===== config.mk =====
export PLATFORM = sky130hd
export DESIGN_NAME = spi_flash_master
export DESIGN_NICKNAME = d
export VERILOG_FILES = /design/src/rtl/spi_flash_master.sv
export SDC_FILE = /design/constraint.sdc
export NUM_CORES = 1
export LEC_CHECK = 0
export CAP_MARGIN = 10
export CORE_MARGIN = 5
export CORE_UTILIZATION = 25
export CTS_BUF_LIST = sky130_fd_sc_hd__clkbuf_16
export DETAILED_ROUTE_END_ITERATION = 12
export GPL_ROUTABILITY_DRIVEN = 0
export SYNTH_ARGS = -nofsm -noshare
export SYNTH_HDL_FRONTEND = slang
export SYNTH_SLANG_ARGS = --single-unit

===== constraint.sdc =====
create_clock -name clk -period 2.6 [get_ports clk]
set_clock_uncertainty 0.15 [all_clocks]
set_input_delay 0.39 -clock clk [delete_from_list [all_inputs] [get_ports clk]]
set_output_delay 0.39 -clock clk [all_outputs]
set_load 0.02 [all_outputs]

===== src/rtl/spi_flash_master.sv =====
`default_nettype none
// ============================================================================
// Module      : spi_flash_master
// Description : Byte-wide SPI mode-0 master for serial flash. MSB first,
//               programmable SCK half-period, software-controlled chip select.
// Revision    : 1.0 - initial release
// ============================================================================
module spi_flash_master #(
  parameter int CLKDIV = 2  // clk cycles per SCK half-period, 1..255
) (
  input  logic       clk,
  input  logic       resetq,
  input  logic       wr,
  input  logic [7:0] tx_data,
  input  logic       cs_wr,
  input  logic       cs_d,
  output logic [7:0] rx_data,
  output logic       busy,
  output logic       done,
  output logic       sck,
  output logic       mosi,
  input  logic       miso,
  output logic       cs_n
);

  typedef enum logic [1:0] {
    S_IDLE = 2'd0,
    S_LOW  = 2'd1,
    S_HIGH = 2'd2
  } state_t;

  // Terminal count of the divider for one SCK half-period.
  localparam logic [7:0] DIV_LAST = 8'(CLKDIV - 1);

  state_t     state_q;
  logic [7:0] div_q;
  logic [2:0] bit_q;
  // Only the seven bits not yet on mosi are kept; bit 7 goes straight to mosi.
  logic [6:0] tx_sr_q;
  logic [7:0] rx_sr_q;
  logic [7:0] rx_data_q;
  logic       busy_q;
  logic       done_q;
  logic       sck_q;
  logic       mosi_q;
  logic       cs_n_q;

  logic       div_end_d;

  // End of the current half-period.
  always_comb begin
    div_end_d = (div_q == DIV_LAST);
  end

  // Transfer state machine; every output is driven straight from a register.
  always_ff @(posedge clk) begin
    if (!resetq) begin
      state_q   <= S_IDLE;
      div_q     <= 8'd0;
      bit_q     <= 3'd0;
      tx_sr_q   <= 7'd0;
      rx_sr_q   <= 8'd0;
      rx_data_q <= 8'd0;
      busy_q    <= 1'b0;
      done_q    <= 1'b0;
      sck_q     <= 1'b0;
      mosi_q    <= 1'b0;
      cs_n_q    <= 1'b1;
    end else begin
      done_q <= 1'b0;
      case (state_q)
        S_IDLE: begin
          // Chip select and a new byte may be requested together; both apply.
          if (cs_wr) begin
            cs_n_q <= ~cs_d;
          end
          if (wr) begin
            tx_sr_q <= tx_data[6:0];
            mosi_q  <= tx_data[7];
            busy_q  <= 1'b1;
            div_q   <= 8'd0;
            bit_q   <= 3'd0;
            state_q <= S_LOW;
          end
        end
        S_LOW: begin
          if (div_end_d) begin
            // Rising SCK edge: the slave's bit is captured here.
            div_q   <= 8'd0;
            sck_q   <= 1'b1;
            rx_sr_q <= {rx_sr_q[6:0], miso};
            state_q <= S_HIGH;
          end else begin
            div_q <= div_q + 8'd1;
          end
        end
        S_HIGH: begin
          if (div_end_d) begin
            div_q <= 8'd0;
            sck_q <= 1'b0;
            if (bit_q == 3'd7) begin
              // Last bit: mosi keeps bit 0 until the next byte starts.
              rx_data_q <= rx_sr_q;
              busy_q    <= 1'b0;
              done_q    <= 1'b1;
              state_q   <= S_IDLE;
            end else begin
              bit_q   <= bit_q + 3'd1;
              mosi_q  <= tx_sr_q[6];
              tx_sr_q <= {tx_sr_q[5:0], 1'b0};
              state_q <= S_LOW;
            end
          end else begin
            div_q <= div_q + 8'd1;
          end
        end
        default: begin
          state_q <= S_IDLE;
        end
      endcase
    end
  end

  assign rx_data = rx_data_q;
  assign busy    = busy_q;
  assign done    = done_q;
  assign sck     = sck_q;
  assign mosi    = mosi_q;
  assign cs_n    = cs_n_q;

endmodule
`default_nettype wire


==> flow_summary.toml, run 1 <==
[synth]
ys_seq_area_frac = 0.4307
yosys_warnings = 0
syn_inst = 199
yosys-top-cells-count = "dfxtp_1 (41), nor2_1 (19), a21oi_1 (17), nand2_1 (17), mux2i_1 (16)"
yosysUniqueCellTypes = 40
synth_top_cell_area_share = 0.4307
syn_nets = 221
ys_seq_elements = 41
synth_edf_count = 0
avgSynthCellArea_sq_um = 9.576
yosysMostFrequentCell = "dfxtp_1"
ys.flop_type = "dfxtp_1"
syn_area_sq_um = 1906
ys_async_sr_fraction = 0
synth_top_cell_by_area = "dfxtp_1"
synth_area_leaders = "dfxtp_1 (43%), mux2i_1 (8.4%), ha_1 (5.3%)"

[route]
viasPerCell = 4.479
wl_um = 3771
vias = 1460
drtIter0Drc = 65
wire_per_inst_um = 11.57
first_pass_iters = 4
route.detailed.drc = 0
drtAntennaViolNets = 0

[placed_design]
dp_hpwl_um = 2720
io_buffer_count = 26

[die]
coreArea_sq_um = 7331
pin_count = 27
die_h_um = 97.31
rows = 31
initial_core_util = 0.2599
die_area_sq_um = 9468
die_w_um = 97.31

[cts]
tritoncts = "done"
postCtsSetupBuffers = 0
cts_buffers = 5
ctsHoldBuffers = 0
clock_path_buffers = 2
clock_latency_ps = 280
path_clk_slew_ps = 60
cts_root_buf = "clkbuf_16"
cts_sinks = 41
ctsResizeCount = 0
htreeDepth = 2

[cells_and_area]
final_util = 0.3361
fin_nets = 248
multiInputGateArea_sq_um = 985.9
syn_to_final_growth_pct = 29.28
drive_gt1_frac = 0.1322
n_fill_cell = 743
antennaDiodeCount = 0
seq_area_sq_um = 820.8

[worst_hold_path]
min_to = "rx_sr_q[7]"
hp-class = "register to register"
hold_start = "rx_sr_q[7]"
whs_path_depth = 2

[timing]
post-route-min-period_ps = 1989
finalMaxSlewViolations = 0
fmax_mhz = 502.8
hold_ws_ps = 310.0
tns_ps = 0
max_slew_margin = 0.7466
rsz0062_at_grt = "false"
hold_viol = 0
worstMarginPinSlew_ps = 379.1
setup_violations = 0
period_share = 0.7649

[power_and_ir_drop]
ir_worst_vdd_v = 0.0003306
power_leakage_nw = 0.9158
cellPowerDensity_nw_per_um2 = 852.7
total_power_mw = 2.101

[global_routing]
gr-total-overflow = 0
groute.usage.overall = 0.08358
antenna_found_initial = 0
grt_pass1_wl_um = 6492
grt_max_degree = 21
first_global_vias = 1446

[critical_path]
r2r_start = "div_q[0]"
cp_cell_sequence = "ha_1 > nor4b_4 > a41o_1 > and2_4 > o22ai_2"
cp_top_family = "simple AND/OR/NAND/NOR gates"
reg2reg_depth = 5
cp.required_ps = 2620
crit_type = "register to register"
r2r_end = "bit_q[0]"
cp-end-kind = "register"
crit_start = "div_q[0]"
crit_arrival_ps = 2000
critPathSlowestCell = "a41o_1"
cpPeakStageDelay_ps = 420
r2r_slack_ps = 610
cp_max_fo = 10
worstSetupStartpointType = "register"
path_buf_inv = 0

[job]
drv_cap = 0

[status]
status = "completed"
worst max path at each step:
stage / end / slack (ps) / cells after the start
floorplan: mosi / 810 / 8
global placement: bit_q[1] / 570 / 5
detailed placement: bit_q[1] / 530 / 5
CTS: bit_q[0] / 600 / 5
global route: bit_q[0] / 510 / 5
finish: bit_q[0] / 610 / 5
worst reg2reg max path: stages, from the launching register on:
cell     delay (ps)
dfxtp_1         390
ha_1            180
nor4b_4         310
a41o_1          420
and2_4          320
o22ai_2         100
layout make-up:
| cell class | instances | share of cell area |
|---|---|---|
| inverters | 7 | 0.01067 |
| clock buffers | 5 | 0.05079 |
| flip-flops and latches | 41 | 0.3332 |
| repair buffers | 33 | 0.1270 |
| multi-input cells | 138 | 0.4002 |
| well taps | 99 | 0.05028 |
| clock inverters | 3 | 0.02793 |
state kept, by name (all words and copies together) (netlist names), 2 cells and up:
signal / count
div_q: 8
rx_data: 8
rx_sr_q: 8
tx_sr_q: 7
bit_q: 3
state_q: 2
power by group:
group	switching (mW)	total, mW	internal [mW]
clock	0.244	0.797	0.553
combinational	0.323	0.555	0.232
sequential	0.0480	0.748	0.700
total	0.616	2.10	1.48
placed cells by master, fill, tap and decap left out, types with 2 or more instances in the layout:
cell type / count
dfxtp_1: 41
clkdlybuf4s50_1: 26
nor2_1: 19
nand2_1: 17
a21oi_1: 17
mux2i_1: 16
nand3_1: 12
ha_1: 8
inv_1: 7
xnor2_1: 7
a211oi_2: 7
buf_4: 7
clkbuf_16: 5
nand4_1: 3
o21ai_0: 3
and3_1: 2
nor2b_1: 2
o2bb2ai_2: 2
nor4b_1: 2
nor3_1: 2
nor4_1: 2
bufinv_16: 2
logic make-up after synthesis:
kind of cell | count (synthesis) | synth area share
XOR/XNOR | 7 | 0.03217
adder cells (fa/ha/maj) | 8 | 0.05253
buffers and inverters | 20 | 0.05187
AO/OA/AOI/OAI | 38 | 0.1622
AND/OR/NAND/NOR | 69 | 0.1865
multiplexers | 16 | 0.08404
flip-flops | 41 | 0.4307
per-layer routing:
layer | part of all wire | vias to the layer above | wire (um) | GRT usage
li1 | - | 751 | - | -
met3 | 0.041 | 5 | 154 | 0.02728
met4 | 0.016 | 0 | 60 | 0.04153
met5 | 0 | - | 0 | 0
met2 | 0.46 | 21 | 1736 | 0.1300
met1 | 0.48 | 683 | 1819 | 0.1035
stage by stage:
stage,setup slack [ps],cells,area (sq um)
6_report,611.2,326,2464
5_1_grt,505.8,326,2464
4_1_cts,598.6,326,2464
3_5_place_dp,535.0,318,2270
3_3_place_gp,566.9,318,2270
2_1_floorplan,807.0,199,1906
Power figures use the tool's default switching activity.
==> run 2, diff against run 1 <==
clock period = 2.04 ns   (was 2.6 ns; I/O delays follow)
==> run 2 against run 1 <==
  * Cell count is 1.2% higher
  * Sequential power rose by 28%
  * Die area is the same
  * Routed wire length grew 5.9%
  * Setup slack worse by 490 ps
  * Fmax grew 3.8%
  * Clock power grew 13%
  * Total power grew 25%
  * Flip-flop and latch count is the same
  * First-iteration DRC count rose by 45%
  * Critical path type unchanged
  * Highest routed layer unchanged
==> flow_summary.toml, run 2 (synthesis results as in run 1) <==
[cts]
htreeDepth = 2
cts_buffers = 5
path_clk_slew_ps = 60
tritoncts = "done"
cts_sinks = 41
cts_root_buf = "clkbuf_16"
clock_path_buffers = 2
ctsHoldBuffers = 0
clock_latency_ps = 280

[cells_and_area]
syn_to_final_growth_pct = 30.01
final_common_cell = "dfxtp_1"
final_util = 0.3379
drive_gt1_frac = 0.1515
layout_common_cells = "dfxtp_1 (41), clkdlybuf4s50_1 (26), nor2_1 (19), nand2_1 (17), a21oi_1 (17)"
fin_nets = 252
antennaDiodeCount = 0
finalNonFillerCells = 330
final_area_sq_um = 2477

[critical_path]
cp-end-kind = "register"
worstSetupStartpointType = "register"
cp_max_fo = 10
path_buf_inv = 2
crit_type = "register to register"
cp_cell_sequence = "inv_1 > ha_1 > nor2b_1 > buf_4 > nor4b_1 > xnor2_1 > nor2_1"
r2r_slack_ps = 120
crit_arrival_ps = 1920
cpPeakStageDelay_ps = 390
critPathSlowestCell = "dfxtp_1"
cp_top_family = "simple AND/OR/NAND/NOR gates"
cp.required_ps = 2050

[timing]
post-route-min-period_ps = 1916
postLayoutSetupSlackWorst_ps = 123.7
hold_viol = 0
setup_violations = 0
max_slew_margin = 0.7378
hold_ws_ps = 308.4
period_share = 0.9393
tns_ps = 0
finalMaxSlewViolations = 0
worstMarginPinSlew_ps = 393.3
rsz0062_at_grt = "false"
fmax_mhz = 521.9

[placed_design]
pre_cts_slack_ps = 74.16
dp_cells = 322
io_buffer_count = 26
dp_hpwl_um = 2829
placed_area_sq_um = 2300

[die]
rows = 31
die_h_um = 97.31
die_w_um = 97.31
die_area_sq_um = 9468
initial_core_util = 0.2599
coreArea_sq_um = 7331
pin_count = 27

[power_and_ir_drop]
cellPowerDensity_nw_per_um2 = 1056
total_power_mw = 2.616
power_leakage_nw = 0.9213
ir_worst_vdd_v = 0.0003608

[status]
status = "completed"

[route]
route.detailed.drc = 0
vias = 1495
drtIter0Drc = 94
wire_per_inst_um = 12.11
wl_um = 3995
first_pass_iters = 4
drtAntennaViolNets = 0
viasPerCell = 4.530

[global_routing]
use_met1 = 0.1110
antenna_found_initial = 0
use_met3 = 0.02441
grt_max_degree = 20
first_global_vias = 1435
grt-busiest-layer = "met2"
gr-total-overflow = 0
use_met2 = 0.1354
grt_pass1_wl_um = 6706
groute.usage.overall = 0.08660

[worst_hold_path]
hp-class = "register to register"

[job]
drv_cap = 0
[run 2: changes by cell type in the layout (fill, tap and decap cells not counted), sizes merged]
cell | before | now
buf | 7 | 11
bufinv | 2 | 1
clkinv | 0 | 1
clkinvlp | 0 | 1
inv | 8 | 7
[run 2: power breakdown]
group | total, mW | leakage (nW) | internal (mW) | switching [mW]
sequential | 0.954 | 0.333 | 0.892 | 0.0620
clock | 0.900 | 0.0800 | 0.579 | 0.321
combinational | 0.761 | 0.508 | 0.330 | 0.431
total | 2.62 | 0.921 | 1.80 | 0.814
[run 2: area by class of cell]
class	instances	area [sq um]
Tap cell	99	123.9
Multi-Input combinational cell	138	992.2
Inverter	7	26.28
Clock inverter	3	46.29
Clock buffer	5	125.1
Timing Repair Buffer	37	342.8
Sequential cell	41	820.8
Fill cell	743	4853
[run 2: worst min-delay path, cell delays in order, from the launching register on]
cell and delay [ps]:
dfxtp_1 310, nand2_1 50, a21oi_1 50
[run 2: metal layers]
layer / wire length [um] / up-vias / share of wire
met3: 167 / 8 / 0.042
li1: - / 762 / -
met4: 76 / 0 / 0.019
met1: 1977 / 691 / 0.49
met5: 0 / - / 0
met2: 1774 / 34 / 0.44
[run 2: what timing repair did]
action | CTS | global route
endpoints found under the hold margin | 0 | 0
setup buffers | 0 | 0
resized for setup | 0 | 1
setup endpoints to repair | 0 | 1
[run 2: final timing paths]
path	startpoint	end	cells after the start
worst min register to register	rx_sr_q[7]	rx_sr_q[7]	2
worst min-delay path	rx_sr_q[7]	rx_sr_q[7]	2
worst max-delay path	state_q[1]	div_q[4]	7
worst max register to register	state_q[1]	div_q[4]	7
==> run 3, diff against run 2 <==
GPL_ROUTABILITY_DRIVEN = unset   (was 0)
SLEW_MARGIN = 20   (was unset)
==> results of run 3 <==
Same layout as run 2: the final DEF is identical, and so are final timing and power.
